--- src/rtl/pu_riscv_biu_arbiter_pkg.sv ---
// Shared types and the grant-selection rule for the BIU arbiter.
// PU_RISCV_BIU_ARB_RR_EN switches tie-breaking from dat-over-ins to round-robin.
package pu_riscv_biu_arb_pkg;

  typedef enum logic [1:0] {
    ARB_IDLE = 2'd0,
    ARB_INS  = 2'd1,
    ARB_DAT  = 2'd2
  } arb_state_t;

  typedef enum logic {
    OWN_INS = 1'b0,
    OWN_DAT = 1'b1
  } arb_owner_t;

`ifdef PU_RISCV_BIU_ARB_RR_EN
  localparam bit ARB_RR_EN = 1'b1;
`else
  localparam bit ARB_RR_EN = 1'b0;
`endif

  // On a tie the side that did not own the port last wins when round-robin is on.
  function automatic arb_state_t arb_pick(input logic ins_req, input logic dat_req,
                                          input arb_owner_t last_owner);
    arb_state_t pick;
    if (ins_req && dat_req)
      pick = (ARB_RR_EN && (last_owner == OWN_DAT)) ? ARB_INS : ARB_DAT;
    else if (dat_req)
      pick = ARB_DAT;
    else if (ins_req)
      pick = ARB_INS;
    else
      pick = ARB_IDLE;
    return pick;
  endfunction

endpackage

--- src/rtl/pu_riscv_biu_arbiter_if.sv ---
// One BIU request/response bundle; master drives the request, slave answers it.
interface pu_riscv_biu_arbiter_if #(
  parameter int XLEN = 64,
  parameter int PLEN = 64
);
  logic            stb;
  logic [PLEN-1:0] adri;
  logic [2:0]      size;
  logic [2:0]      btype;
  logic [2:0]      prot;
  logic            we;
  logic            lock;
  logic [XLEN-1:0] d;
  logic            stb_ack;
  logic            d_ack;
  logic            ack;
  logic            err;
  logic [PLEN-1:0] adro;
  logic [XLEN-1:0] q;

  modport master (
    output stb, adri, size, btype, prot, we, lock, d,
    input  stb_ack, d_ack, ack, err, adro, q
  );

  modport slave (
    input  stb, adri, size, btype, prot, we, lock, d,
    output stb_ack, d_ack, ack, err, adro, q
  );
endinterface

--- src/rtl/pu_riscv_biu_arbiter_cnt.sv ---
// Outstanding-transfer counter: saturates at 0 on stray completions, flags full.
module pu_riscv_biu_arb_cnt #(
  parameter  int MAX_OUTSTANDING = 4,
  localparam int CW              = $clog2(MAX_OUTSTANDING + 1)
) (
  input  logic          clk,
  input  logic          rst_n,
  input  logic          inc,
  input  logic          dec,
  input  logic          clr,
  output logic [CW-1:0] cnt,
  output logic          full
);

  always_ff @(posedge clk) begin
    if (!rst_n || clr)
      cnt <= '0;
    else if (inc && !dec)
      cnt <= cnt + CW'(1);
    else if (dec && !inc && (cnt != '0))
      cnt <= cnt - CW'(1);
  end

  assign full = (cnt == CW'(MAX_OUTSTANDING));

endmodule

--- src/rtl/pu_riscv_biu_arbiter.sv ---
// Shares one BIU master port between the instruction and data requesters.
// Define PU_RISCV_BIU_ARB_RR_EN for round-robin ties; default is dat-over-ins priority.
//
// state    | meaning
// ARB_IDLE | no owner, forwarded outputs held 0
// ARB_INS  | instruction side owns the master port
// ARB_DAT  | data side owns the master port
module pu_riscv_biu_arbiter
  import pu_riscv_biu_arb_pkg::*;
#(
  parameter int XLEN            = 64,
  parameter int PLEN            = 64,
  parameter int MAX_OUTSTANDING = 4
) (
  input logic                    HCLK,
  input logic                    HRESETn,
  pu_riscv_biu_arbiter_if.slave  ins_biu,
  pu_riscv_biu_arbiter_if.slave  dat_biu,
  pu_riscv_biu_arbiter_if.master biu
);

  localparam int CW = $clog2(MAX_OUTSTANDING + 1);

  arb_state_t    state_q, state_d;
  arb_owner_t    last_owner;
  logic [CW-1:0] cnt;
  logic          full;
  logic          own_ins, own_dat;
  logic          owner_stb;
  logic          fwd_stb;
  logic          stb_ack_fwd;
  logic          cnt_inc, cnt_dec, cnt_clr;

  always_ff @(posedge HCLK) begin
    if (!HRESETn)
      state_q <= ARB_IDLE;
    else
      state_q <= state_d;
  end

  always_comb begin
    state_d = state_q;
    unique case (state_q)
      ARB_INS:
        if (!(ins_biu.stb || ins_biu.lock || (cnt != '0)))
          state_d = arb_pick(ins_biu.stb, dat_biu.stb, last_owner);
      ARB_DAT:
        if (!(dat_biu.stb || dat_biu.lock || (cnt != '0)))
          state_d = arb_pick(ins_biu.stb, dat_biu.stb, last_owner);
      default:
        state_d = arb_pick(ins_biu.stb, dat_biu.stb, last_owner);
    endcase
  end

`ifdef PU_RISCV_BIU_ARB_RR_EN
  always_ff @(posedge HCLK) begin
    if (!HRESETn)
      last_owner <= OWN_INS;
    else if (state_d == ARB_INS)
      last_owner <= OWN_INS;
    else if (state_d == ARB_DAT)
      last_owner <= OWN_DAT;
  end
`else
  assign last_owner = OWN_INS;
`endif

  // Reset gates ownership directly so outputs are quiet before the first edge too.
  assign own_ins     = HRESETn & (state_q == ARB_INS);
  assign own_dat     = HRESETn & (state_q == ARB_DAT);
  assign owner_stb   = (own_ins & ins_biu.stb) | (own_dat & dat_biu.stb);
  assign fwd_stb     = owner_stb & ~full;
  assign stb_ack_fwd = biu.stb_ack & fwd_stb;

  assign biu.stb = fwd_stb;

  always_comb begin
    biu.adri  = '0;
    biu.size  = '0;
    biu.btype = '0;
    biu.prot  = '0;
    biu.we    = 1'b0;
    biu.lock  = 1'b0;
    biu.d     = '0;
    if (own_ins) begin
      biu.adri  = ins_biu.adri;
      biu.size  = ins_biu.size;
      biu.btype = ins_biu.btype;
      biu.prot  = ins_biu.prot;
      biu.we    = ins_biu.we;
      biu.lock  = ins_biu.lock;
      biu.d     = ins_biu.d;
    end else if (own_dat) begin
      biu.adri  = dat_biu.adri;
      biu.size  = dat_biu.size;
      biu.btype = dat_biu.btype;
      biu.prot  = dat_biu.prot;
      biu.we    = dat_biu.we;
      biu.lock  = dat_biu.lock;
      biu.d     = dat_biu.d;
    end
  end

  assign ins_biu.stb_ack = own_ins & stb_ack_fwd;
  assign ins_biu.d_ack   = own_ins & biu.d_ack;
  assign ins_biu.ack     = own_ins & biu.ack;
  assign ins_biu.err     = own_ins & biu.err;
  assign ins_biu.adro    = own_ins ? biu.adro : '0;
  assign ins_biu.q       = own_ins ? biu.q    : '0;

  assign dat_biu.stb_ack = own_dat & stb_ack_fwd;
  assign dat_biu.d_ack   = own_dat & biu.d_ack;
  assign dat_biu.ack     = own_dat & biu.ack;
  assign dat_biu.err     = own_dat & biu.err;
  assign dat_biu.adro    = own_dat ? biu.adro : '0;
  assign dat_biu.q       = own_dat ? biu.q    : '0;

  // Completions are only counted against a live grant; idle keeps the count at 0.
  assign cnt_inc = stb_ack_fwd;
  assign cnt_dec = biu.ack | biu.err;
  assign cnt_clr = ~(own_ins | own_dat);

  pu_riscv_biu_arb_cnt #(
    .MAX_OUTSTANDING (MAX_OUTSTANDING)
  ) u_cnt (
    .clk   (HCLK),
    .rst_n (HRESETn),
    .inc   (cnt_inc),
    .dec   (cnt_dec),
    .clr   (cnt_clr),
    .cnt   (cnt),
    .full  (full)
  );

endmodule

--- src/flat_wrapper.sv ---
// flat-port wrapper written by rule: the top's interface ports become plain ports
module pu_riscv_biu_arbiter_flat import pu_riscv_biu_arb_pkg::*;
#(
  parameter int XLEN            = 64,
  parameter int PLEN            = 64,
  parameter int MAX_OUTSTANDING = 4
)
  (HCLK, HRESETn, ins_biu_stb, ins_biu_adri, ins_biu_size, ins_biu_btype, ins_biu_prot, ins_biu_we, ins_biu_lock, ins_biu_d, ins_biu_stb_ack, ins_biu_d_ack, ins_biu_ack, ins_biu_err, ins_biu_adro, ins_biu_q, dat_biu_stb, dat_biu_adri, dat_biu_size, dat_biu_btype, dat_biu_prot, dat_biu_we, dat_biu_lock, dat_biu_d, dat_biu_stb_ack, dat_biu_d_ack, dat_biu_ack, dat_biu_err, dat_biu_adro, dat_biu_q, biu_stb, biu_adri, biu_size, biu_btype, biu_prot, biu_we, biu_lock, biu_d, biu_stb_ack, biu_d_ack, biu_ack, biu_err, biu_adro, biu_q);
  pu_riscv_biu_arbiter_if #(.XLEN(XLEN), .PLEN(PLEN)) ins_biu_i ();
  pu_riscv_biu_arbiter_if #(.XLEN(XLEN), .PLEN(PLEN)) dat_biu_i ();
  pu_riscv_biu_arbiter_if #(.XLEN(XLEN), .PLEN(PLEN)) biu_i ();
  input logic HCLK;
  input logic HRESETn;
  input wire logic [$bits(ins_biu_i.stb)-1:0] ins_biu_stb;
  input wire logic [$bits(ins_biu_i.adri)-1:0] ins_biu_adri;
  input wire logic [$bits(ins_biu_i.size)-1:0] ins_biu_size;
  input wire logic [$bits(ins_biu_i.btype)-1:0] ins_biu_btype;
  input wire logic [$bits(ins_biu_i.prot)-1:0] ins_biu_prot;
  input wire logic [$bits(ins_biu_i.we)-1:0] ins_biu_we;
  input wire logic [$bits(ins_biu_i.lock)-1:0] ins_biu_lock;
  input wire logic [$bits(ins_biu_i.d)-1:0] ins_biu_d;
  output wire logic [$bits(ins_biu_i.stb_ack)-1:0] ins_biu_stb_ack;
  output wire logic [$bits(ins_biu_i.d_ack)-1:0] ins_biu_d_ack;
  output wire logic [$bits(ins_biu_i.ack)-1:0] ins_biu_ack;
  output wire logic [$bits(ins_biu_i.err)-1:0] ins_biu_err;
  output wire logic [$bits(ins_biu_i.adro)-1:0] ins_biu_adro;
  output wire logic [$bits(ins_biu_i.q)-1:0] ins_biu_q;
  input wire logic [$bits(dat_biu_i.stb)-1:0] dat_biu_stb;
  input wire logic [$bits(dat_biu_i.adri)-1:0] dat_biu_adri;
  input wire logic [$bits(dat_biu_i.size)-1:0] dat_biu_size;
  input wire logic [$bits(dat_biu_i.btype)-1:0] dat_biu_btype;
  input wire logic [$bits(dat_biu_i.prot)-1:0] dat_biu_prot;
  input wire logic [$bits(dat_biu_i.we)-1:0] dat_biu_we;
  input wire logic [$bits(dat_biu_i.lock)-1:0] dat_biu_lock;
  input wire logic [$bits(dat_biu_i.d)-1:0] dat_biu_d;
  output wire logic [$bits(dat_biu_i.stb_ack)-1:0] dat_biu_stb_ack;
  output wire logic [$bits(dat_biu_i.d_ack)-1:0] dat_biu_d_ack;
  output wire logic [$bits(dat_biu_i.ack)-1:0] dat_biu_ack;
  output wire logic [$bits(dat_biu_i.err)-1:0] dat_biu_err;
  output wire logic [$bits(dat_biu_i.adro)-1:0] dat_biu_adro;
  output wire logic [$bits(dat_biu_i.q)-1:0] dat_biu_q;
  output wire logic [$bits(biu_i.stb)-1:0] biu_stb;
  output wire logic [$bits(biu_i.adri)-1:0] biu_adri;
  output wire logic [$bits(biu_i.size)-1:0] biu_size;
  output wire logic [$bits(biu_i.btype)-1:0] biu_btype;
  output wire logic [$bits(biu_i.prot)-1:0] biu_prot;
  output wire logic [$bits(biu_i.we)-1:0] biu_we;
  output wire logic [$bits(biu_i.lock)-1:0] biu_lock;
  output wire logic [$bits(biu_i.d)-1:0] biu_d;
  input wire logic [$bits(biu_i.stb_ack)-1:0] biu_stb_ack;
  input wire logic [$bits(biu_i.d_ack)-1:0] biu_d_ack;
  input wire logic [$bits(biu_i.ack)-1:0] biu_ack;
  input wire logic [$bits(biu_i.err)-1:0] biu_err;
  input wire logic [$bits(biu_i.adro)-1:0] biu_adro;
  input wire logic [$bits(biu_i.q)-1:0] biu_q;
  assign ins_biu_i.stb = ins_biu_stb;
  assign ins_biu_i.adri = ins_biu_adri;
  assign ins_biu_i.size = ins_biu_size;
  assign ins_biu_i.btype = ins_biu_btype;
  assign ins_biu_i.prot = ins_biu_prot;
  assign ins_biu_i.we = ins_biu_we;
  assign ins_biu_i.lock = ins_biu_lock;
  assign ins_biu_i.d = ins_biu_d;
  assign ins_biu_stb_ack = ins_biu_i.stb_ack;
  assign ins_biu_d_ack = ins_biu_i.d_ack;
  assign ins_biu_ack = ins_biu_i.ack;
  assign ins_biu_err = ins_biu_i.err;
  assign ins_biu_adro = ins_biu_i.adro;
  assign ins_biu_q = ins_biu_i.q;
  assign dat_biu_i.stb = dat_biu_stb;
  assign dat_biu_i.adri = dat_biu_adri;
  assign dat_biu_i.size = dat_biu_size;
  assign dat_biu_i.btype = dat_biu_btype;
  assign dat_biu_i.prot = dat_biu_prot;
  assign dat_biu_i.we = dat_biu_we;
  assign dat_biu_i.lock = dat_biu_lock;
  assign dat_biu_i.d = dat_biu_d;
  assign dat_biu_stb_ack = dat_biu_i.stb_ack;
  assign dat_biu_d_ack = dat_biu_i.d_ack;
  assign dat_biu_ack = dat_biu_i.ack;
  assign dat_biu_err = dat_biu_i.err;
  assign dat_biu_adro = dat_biu_i.adro;
  assign dat_biu_q = dat_biu_i.q;
  assign biu_stb = biu_i.stb;
  assign biu_adri = biu_i.adri;
  assign biu_size = biu_i.size;
  assign biu_btype = biu_i.btype;
  assign biu_prot = biu_i.prot;
  assign biu_we = biu_i.we;
  assign biu_lock = biu_i.lock;
  assign biu_d = biu_i.d;
  assign biu_i.stb_ack = biu_stb_ack;
  assign biu_i.d_ack = biu_d_ack;
  assign biu_i.ack = biu_ack;
  assign biu_i.err = biu_err;
  assign biu_i.adro = biu_adro;
  assign biu_i.q = biu_q;
  pu_riscv_biu_arbiter #(.XLEN(XLEN), .PLEN(PLEN), .MAX_OUTSTANDING(MAX_OUTSTANDING)) u_core (.HCLK(HCLK), .HRESETn(HRESETn), .ins_biu(ins_biu_i), .dat_biu(dat_biu_i), .biu(biu_i));
endmodule
--- config.mk ---
export PLATFORM = sky130hd
export DESIGN_NAME = pu_riscv_biu_arbiter_flat
export DESIGN_NICKNAME = d
export VERILOG_FILES = /design/src/rtl/pu_riscv_biu_arbiter_pkg.sv /design/src/rtl/pu_riscv_biu_arbiter_if.sv /design/src/rtl/pu_riscv_biu_arbiter_cnt.sv /design/src/rtl/pu_riscv_biu_arbiter.sv /design/src/flat_wrapper.sv
export SDC_FILE = /design/constraint.sdc
export NUM_CORES = 1
export LEC_CHECK = 0
export CORE_AREA = 4 4 318 320
export DETAILED_ROUTE_END_ITERATION = 12
export DIE_AREA = 0 0 322 324
export GPL_TIMING_DRIVEN = 1
export MAX_ROUTING_LAYER = met4
export PLACE_DENSITY_LB_ADDON = 0.3
export SLEW_MARGIN = 40
export SYNTH_ARGS = -nofsm -noshare
export SYNTH_HDL_FRONTEND = slang
export SYNTH_SLANG_ARGS = --single-unit
--- constraint.sdc ---
create_clock -name HCLK -period 4.76 [get_ports HCLK]
set_clock_uncertainty 0.05 [all_clocks]
set_input_delay 0.714 -clock HCLK [delete_from_list [all_inputs] [get_ports HCLK]]
set_output_delay 0.714 -clock HCLK [all_outputs]
set_load 0.02 [all_outputs]
Yosys cells after proc, flatten, opt, wreduce, memory -nomap -nowiden --
Cells that the tools add are included.
Word-level totals: output and inout bits 404, word-level logic and storage cells 69, input port bits 414, bits in registers 5
Cells by class: $add $sub $neg 2, bitwise gates (word level) 19, muxes and demuxes 26, equal/unequal tests 5, reduce and logical (&&, ||, !) cells 15
Operators by type and width (number):
- 2-to-1 mux 64 bit | 8
- 2-to-1 mux 3 bit | 8
- AND 1 bit | 14
- 2-to-1 mux 2 bit | 4
- logical OR 1 bit | 5
- 2-to-1 mux 1 bit | 5
- logical AND 1 bit | 4
- != test 2 bit (second input constant) | 2
- case mux 2 bit (2 select lines) | 1
- adder 3 x 1 -> 3 bit (second input constant) | 1
- == test 3 bit (second input constant) | 1
- logical NOT 1 bit | 3
- bitwise OR 1 bit | 3
- nonzero test 3 bit | 1
- subtractor 3 x 1 -> 3 bit (second input constant) | 1
- == test 2 x 1 -> 1 bit (second input constant) | 1
- == test 2 bit (second input constant) | 1
- NOT 1 bit | 2
- AND reduction 2 bit | 1
- nonzero test 2 bit | 1

Longest topological paths before layout --
Gate-level depths: netlist of the first run.
depth after elaboration 11, depth in mapped cells 8, mapped depth without buffers 7

Hierarchy --
From an unflattened synthesis of the first run, not the netlist that was laid out.
Unflattened totals: cells, all modules 509, area, all modules 3666.0 sq um
By module, submodules not included:
- pu_riscv_biu_arbiter | times used 1, cells each 485, area each 3452.1 sq um, sequential area each 40.0 sq um
- pu_riscv_biu_arb_cnt | times used 1, cells each 24, area each 214.0 sq um, sequential area each 60.1 sq um

Worst setup path after synthesis of the first run --
Ideal clock, no wire load.
path kind in2reg, start point input HRESETn, end point register u_core.u_cnt.cnt[2], setup slack 2008 ps, arrival time 2630 ps, stages 8, library setup time 72 ps, path buffers 1, required time 4638 ps, path through buf_6 -> nand4b_2 -> a22oi_1 -> nand3_1 -> fa_1 -> or3_1 -> mux2i_1 -> mux2i_1
Between the ends: longest elaborated chain between the ends 9, elaborated cells on any way between the ends 17, those cells by class mux: 1; bitwise: 9; reduce/logical: 7
Ends and longest elaborated chain:
- from (decl) | line flat_wrapper.sv:13 | input logic HRESETn;
- AND 1 bit (on tied branches) | line pu_riscv_biu_arbiter.sv:69, pu_riscv_biu_arbiter.sv:70
- AND 1 bit | line pu_riscv_biu_arbiter.sv:71 | assign owner_stb = (own_ins & ins_biu.stb) | (own_dat & dat_biu.stb);
- bitwise OR 1 bit * | line pu_riscv_biu_arbiter.sv:71
- AND 1 bit * | line pu_riscv_biu_arbiter.sv:72 | assign fwd_stb = owner_stb & ~full;
- via biu_stb | line flat_wrapper.sv:42 | output wire logic [$bits(biu_i.stb)-1:0] biu_stb;
- AND 1 bit * | line pu_riscv_biu_arbiter.sv:73 | assign stb_ack_fwd = biu.stb_ack & fwd_stb;
- logical NOT 1 bit | line pu_riscv_biu_arbiter_cnt.sv:20 | else if (dec && !inc && (cnt != '0))
- logical AND 1 bit (2 in series) | line pu_riscv_biu_arbiter_cnt.sv:20
- nonzero test 2 bit (no source line)
- to (signal assigned) | line pu_riscv_biu_arbiter_cnt.sv:19 | cnt <= cnt + CW'(1);
- to (signal assigned) | line pu_riscv_biu_arbiter_cnt.sv:21 | cnt <= cnt - CW'(1);
- to (decl) | line pu_riscv_biu_arbiter_cnt.sv:11 | output logic [CW-1:0] cnt,
The timed path passes the listed nets; every way through them passes the cells marked *. A chain may end at the register's enable or synchronous reset.

Worst setup path after layout of the first run --
start point input HRESETn, end point output biu_d[59]
Between the ends: longest elaborated chain between the ends 3, elaborated cells on any way between the ends 4, those cells by class mux: 2; bitwise: 2
Ends and longest elaborated chain:
- AND 1 bit | line pu_riscv_biu_arbiter.sv:70 | assign own_dat = HRESETn & (state_q == ARB_DAT);
- 2-to-1 mux 64 bit | line pu_riscv_biu_arbiter.sv:93 | end else if (own_dat) begin
- 2-to-1 mux 64 bit * | line pu_riscv_biu_arbiter.sv:85 | if (own_ins) begin
- to (decl) | line flat_wrapper.sv:49 | output wire logic [$bits(biu_i.d)-1:0] biu_d;
Every way passes the cells marked *; elsewhere a longest branch is shown, timed or not.

==> summary.md, run 1 <==
| Metric | Value |
|---|---|
| CTS root buffer | `clkbuf_16` |
| Max Transition Viols Final | `0` |
| Setup violators final | `0` |
| Setup TNS | `0 ns` |
| FFs w/ async S/R, synth | `0%` |
| Arrival time worst endpoint | `2.98 ns` |
| Gr usage total | `12.0%` |
| Tcrit/Tclk final | `78.8%` |
| Avg WL per Cell | `25.6 microns` |
| Pwr/cell area | `90.5 nW/um^2` |
| Crit Path Category | `in2out` |
| Most used cell, CP | `buf_4` |
| Syn Inst Count | `522` |
| Critical Path Source | `HRESETn` |
| Worst Max-Slew Pin Slew | `0.794 ns` |
| Grt ovf | `0` |
| Starting DRC count in detailed routing | `462` |
| CORE AREA | `98100 sq um` |
| Tmin final | `3.75 ns` |
| Critical Path RT | `4.00 ns` |
| Avg Cell Area, Syn | `6.81 sq um` |
| Post-Layout Cell Count | `2608` |
| Final Power | `1.21 mW` |
| Share of layout cells above drive strength 1 | `1.79%` |
| Clock Latency Late Sink | `0.23 ns` |
| RSZ-0062 raised after global routing | `false` |
| Leakage | `4.95 nW` |
| Placed cells | `2565` |
| CTS max path bufs | `2` |
| Largest family of logic cells by synthesized area | `simple AND/OR/NAND/NOR gates` |
| Post-CTS Repair Setup Buffers | `0` |
| Largest net degree at the start of global routing | `133` |
| First-pass GRT wire length | `81600 microns` |
| Commonest non-fill, non-tap cells in the layout | `clkdlybuf4s50_1, a22o_1, and2_1, and3_1, buf_4` |
| Drt drc | `0` |
| Post-synthesis mux area share | `1.23%` |
| Post-layout instance area | `13400 sq um` |
| Die width | `322 microns` |
| Max_slew headroom | `47.1%` |
| CP peak stage delay | `0.77 ns` |
| Final WS setup | `1.01 ns` |
| Worst path top cell family by delay | `buffers and inverters` |
| Post-synthesis sequential area ratio | `2.82%` |
| Min-delay worst type | `reg2reg` |
| Run status | `finished clean` |
| DP Worst Slack | `0.961 ns` |
| Cts hold-fix bufs | `0` |
| Syn Nets | `937` |
| Prevailing post-synth register cell | `dfxtp_1` |
| Critical Path Source Type | `input port` |
| Final Hold Viols | `0` |
| I/O pins | `818` |
| Peak supply drop | `105 uV` |
| H-tree depth | `1` |
| DRT Pass-1 Iters | `5` |
| Clock sink count | `5` |
| Gpl congestion | `0.935` |
| Worst r2r src | `u_core.state_q[0]$_SDFFE_PN0P_` |
| CP endpoint kind | `output pin` |
| Worst path cell trace | `buf_4, and2_4, buf_4, a22o_1, clkdlybuf4s50_1` |
| Flops & latches, synth | `5` |
| Beginning of the worst hold path | `u_core.u_cnt.cnt[2]$_SDFFE_PP0P_` |
| DIE AREA | `104000 sq um` |
| Commonest non-fill, non-tap cell in the layout | `clkdlybuf4s50_1` |
| Crit-path slowest cell | `clkdlybuf4s50_1` |
| Synth warn | `0` |
| Post-Synth Adder-Cell Area | `0.563%` |
| Library cells used by synthesis | `29` |
| Synth Area in Compound Gates | `35.7%` |
| ANT nets after route | `0` |
| Die height | `324 microns` |
| CTS tree | `done` |
| Layout Area Growth over Synthesis | `277%` |
| Post-DP Area | `13200 sq um` |
| Post-Synth XOR/XNOR Area | `0.246%` |
| Max-cap violations | `0` |
| Worst Path Max Fanout | `58` |
| FMAX | `267 MHz` |
| WL final | `66800 microns` |
| Cts bufs inserted | `3` |
| Port bufs | `817` |
| Via density per instance | `3.03` |
| Simple-gate area share of the yosys netlist | `50.3%` |
| Final #Nets | `1698` |
| Post-Syn Area | `3550 sq um` |
| Antenna violations before repair | `65` |
| Initial core utilization | `3.62%` |
| Number of synthesized flops with an enable pin | `0` |
| Cells resized by post-CTS repair | `0` |
| Vias in the first global route | `8147` |
| Clock Pin Slew Worst Setup and Hold Paths | `0.03 ns` |
| Worst Path Buf+Inv | `3` |
| Num rows | `115` |
| DPL Wire Length | `59500 microns` |
| DR vias | `7895` |
[flip-flops by register name (all words and copies together), names as in the netlist]
register / cells
u_core.state_q: 2
u_core.u_cnt.cnt: 3
[metal layers]
metal  track usage (%)  vias to the layer above  wire length (microns)
met5                 -                        -                      0
met4              1.91                        0                    748
met3              3.39                       48                   5580
met2              21.2                      560                  33400
met1              13.8                     3768                  27100
li1                  -                     3519                      -
[per-stage QoR]
step           hold slack [ns]  util, %
2_1_floorplan            0.426        -
3_3_place_gp             0.478     13.5
3_5_place_dp             0.473     13.5
4_1_cts                  0.484     13.5
5_1_grt                  0.513     13.6
6_report                 0.483     13.6
[worst register-to-register path, cell delays in order, from the launching register on]
cell and delay (ns):
dfxtp_1 0.38, nand4b_1 0.26, a22oi_1 0.34, nand3_1 0.15, fa_1 0.42, or3_1 0.38
mux2i_1 0.20, mux2i_1 0.20
[logic make-up (layout without fill, tap and decap cells)]
logic type	Yosys count	after routing
AND/OR/NAND/NOR	288	288
XOR/XNOR	1	1
adder cells (fa/ha/maj)	1	1
flip-flops	5	5
buffers and inverters	77	837
other	0	39
AO/OA/AOI/OAI	146	146
multiplexers	4	4
[final cells by class]
class,instances,area [sq um]
diodes,39,97.6
clock buffers,4,78.8
fillers,11200,84700
inverters,2,7.51
multi-input cells,440,3140
flip-flops and latches,5,100
well taps,1287,1610
repair buffers,831,8360
[power by group]
group	switching [mW]	internal, mW	leakage, nW
sequential	0.00230	0.0434	0.0407
combinational	0.461	0.568	4.87
clock	0.0266	0.111	0.0384
total	0.490	0.723	4.95
[synthesized netlist by cell type (all sizes together) (2+ instances only)]
cell type | instances | share of area [%]
a22o | 139 | 34
and2 | 132 | 23
and3 | 132 | 23
clkbuf | 56 | 5.9
buf | 19 | 3.0
nand2 | 7 | 0.74
dfxtp | 5 | 2.8
nor2 | 5 | 0.53
mux2i | 4 | 1.2
nand3b | 3 | 0.63
a21boi | 2 | 0.42
inv | 2 | 0.21
nand2b | 2 | 0.35
nand4b | 2 | 0.67
or3 | 2 | 0.35
[final timing paths]
kind	endpoint	depth (start not counted)	slack, ns
setup reg to reg	u_core.u_cnt.cnt[2]$_SDFFE_PP0P_	7	2.31
hold / removal	u_core.u_cnt.cnt[2]$_SDFFE_PP0P_	2	0.48
setup / recovery	biu_d[59]	5	1.01
hold reg to reg	u_core.u_cnt.cnt[2]$_SDFFE_PP0P_	2	0.48
No activity file was read; power rests on OpenSTA's default activity.
==> run 2: changes to the inputs <==
==> constraint.sdc (replaced) <==
create_clock -name HCLK -period 3.3 [get_ports HCLK]
set_clock_uncertainty 0.05 [all_clocks]
set_input_delay 0.495 -clock HCLK [delete_from_list [all_inputs] [get_ports HCLK]]
set_output_delay 0.495 -clock HCLK [all_outputs]
set_load 0.02 [all_outputs]
==> run 2 against run 1 <==
Sequential cell count is the same; sequential power grew 44%; design area grew 3.8%; sequential share of layout area is essentially flat; global-route usage shrank 0.22 points; core utilization grew 0.53 points.
==> summary.md, run 2 (synthesized netlist as in run 1, its figures left out) <==
| Metric | Value |
|---|---|
| DR vias | `7859` |
| Starting DRC count in detailed routing | `347` |
| Setup violators final | `0` |
| WL final | `65000 microns` |
| Drt drc | `0` |
| ANT nets after route | `0` |
| Register area | `100 sq um` |
| Most used cell, CP | `clkdlybuf4s50_1` |
| Tcrit/Tclk final | `90.6%` |
| Initial core utilization | `3.62%` |
| First-pass GRT wire length | `80500 microns` |
| Via density per instance | `2.99` |
| Peak supply drop | `181 uV` |
| Cells resized by post-CTS repair | `0` |
| DPL Wire Length | `59100 microns` |
| DIE AREA | `104000 sq um` |
| Worst Path Buf+Inv | `2` |
| Worst path top cell family by delay | `buffers and inverters` |
| Final #Nets | `1716` |
| Max-cap violations | `0` |
| FMAX | `335 MHz` |
| Crit-path slowest cell | `clkdlybuf4s50_1` |
| Layout Area Growth over Synthesis | `291%` |
| Post-CTS Repair Setup Buffers | `0` |
| RSZ-0062 raised after global routing | `false` |
| Area taken by multi-input logic gates | `3140 sq um` |
| CTS max path bufs | `2` |
| Vias in the first global route | `8154` |
| CTS tree | `done` |
| Arrival time worst endpoint | `2.44 ns` |
| Beginning of the worst hold path | `u_core.u_cnt.cnt[2]$_SDFFE_PP0P_` |
| Pwr/cell area | `127 nW/um^2` |
| Worst path cell trace | `clkdlybuf4s50_1, nand4b_1, a221o_1, nor2_1, clkdlybuf4s50_1` |
| Setup TNS | `0 ns` |
| H-tree depth | `1` |
| Max_slew headroom | `46.9%` |
| Commonest non-fill, non-tap cell in the layout | `clkdlybuf4s50_1` |
| Final Core Density | `14.2%` |
| Port bufs | `817` |
| Tmin final | `2.99 ns` |
| Max Transition Viols Final | `0` |
| Top Registers | `u_core.u_cnt.cnt x3, u_core.state_q x2` |
| Largest net degree at the start of global routing | `133` |
| DP Worst Slack | `0.290 ns` |
| Final Hold Viols | `0` |
| Antenna violations before repair | `63` |
| Worst Max-Slew Pin Slew | `0.797 ns` |
| Num rows | `115` |
| CTS root buffer | `clkbuf_16` |
| Largest Register | `u_core.u_cnt.cnt` |
| Critical Path Source Type | `input port` |
| DRT Pass-1 Iters | `4` |
| Critical Path RT | `2.75 ns` |
| CP peak stage delay | `0.64 ns` |
| Final WS setup | `0.311 ns` |
| Cts hold-fix bufs | `0` |
| Clock sink count | `5` |
| Crit Path Category | `in2out` |
| Leakage | `5.31 nW` |
| Critical Path Source | `dat_biu_stb` |
| Worst Path Max Fanout | `5` |
| Worst r2r src | `u_core.state_q[0]$_SDFFE_PN0P_` |
| CORE AREA | `98100 sq um` |
| Cts bufs inserted | `3` |
| Commonest non-fill, non-tap cells in the layout | `clkdlybuf4s50_1, a22o_1, and2_1, and3_1, buf_4` |
| Clock Latency Late Sink | `0.22 ns` |
| I/O pins | `818` |
| Gr usage total | `11.8%` |
| Final Power | `1.76 mW` |
| Die width | `322 microns` |
| Share of layout cells above drive strength 1 | `8.69%` |
| Max reg flops | `3` |
| Min-delay worst type | `reg2reg` |
| CP endpoint kind | `output pin` |
| Run status | `finished clean` |
| Gpl congestion | `0.875` |
| Clock Pin Slew Worst Setup and Hold Paths | `0.03 ns` |
| Avg WL per Cell | `24.8 microns` |
| Die height | `324 microns` |
| Grt ovf | `0` |
| Filler cells | `11200` |
==> run 2: cell types whose count changed in the layout (fill, tap and decap cells not counted), sizes merged <==
cell / change
diode: -1
buf: +90
clkdlybuf4s50: -72
==> run 2: worst min-delay path, stage by stage (launching register included) <==
cell	delay, ns
dfxtp_1	0.34
nand2_1	0.07
mux2i_1	0.06
==> run 2: final timing paths <==
kind | end | slack (ns) | depth (start not counted)
worst max register to register | u_core.u_cnt.cnt[2]$_SDFFE_PP0P_ | 0.95 | 7
worst min register to register | u_core.u_cnt.cnt[2]$_SDFFE_PP0P_ | 0.49 | 2
worst max-delay path | dat_biu_stb_ack | 0.31 | 5
worst min-delay path | u_core.u_cnt.cnt[2]$_SDFFE_PP0P_ | 0.49 | 2
==> run 2: area by class of cell <==
cell class                 count  share of cell area [%]
clock buffer                   4                   0.567
tap                         1287                    11.6
antenna                       38                   0.684
inverter                       2                  0.0540
sequential                     5                   0.720
multi-input combinational    440                    22.6
timing repair buffer         849                    63.8
==> run 2: per-stage QoR <==
step,cell area (sq um),std cells,hold slack [ns]
after CTS,13800,2587,0.495
final,13900,2625,0.488
after global routing,13900,2618,0.523
after global placement,13700,2583,0.475
after floorplan,3550,522,0.426
after detailed placement,13700,2583,0.486
==> run 2: layer usage <==
metal | up-vias | GRT usage, % | wire length [microns]
met1 | 3701 | 13.1 | 26400
met5 | - | - | 0
li1 | 3550 | - | -
met2 | 540 | 20.2 | 31800
met4 | 0 | 2.54 | 1520
met3 | 68 | 4.44 | 5230
==> run 2: report_power, final <==
part           switching, mW  internal [mW]
clock                 0.0384          0.160
sequential           0.00315         0.0626
combinational          0.642          0.854
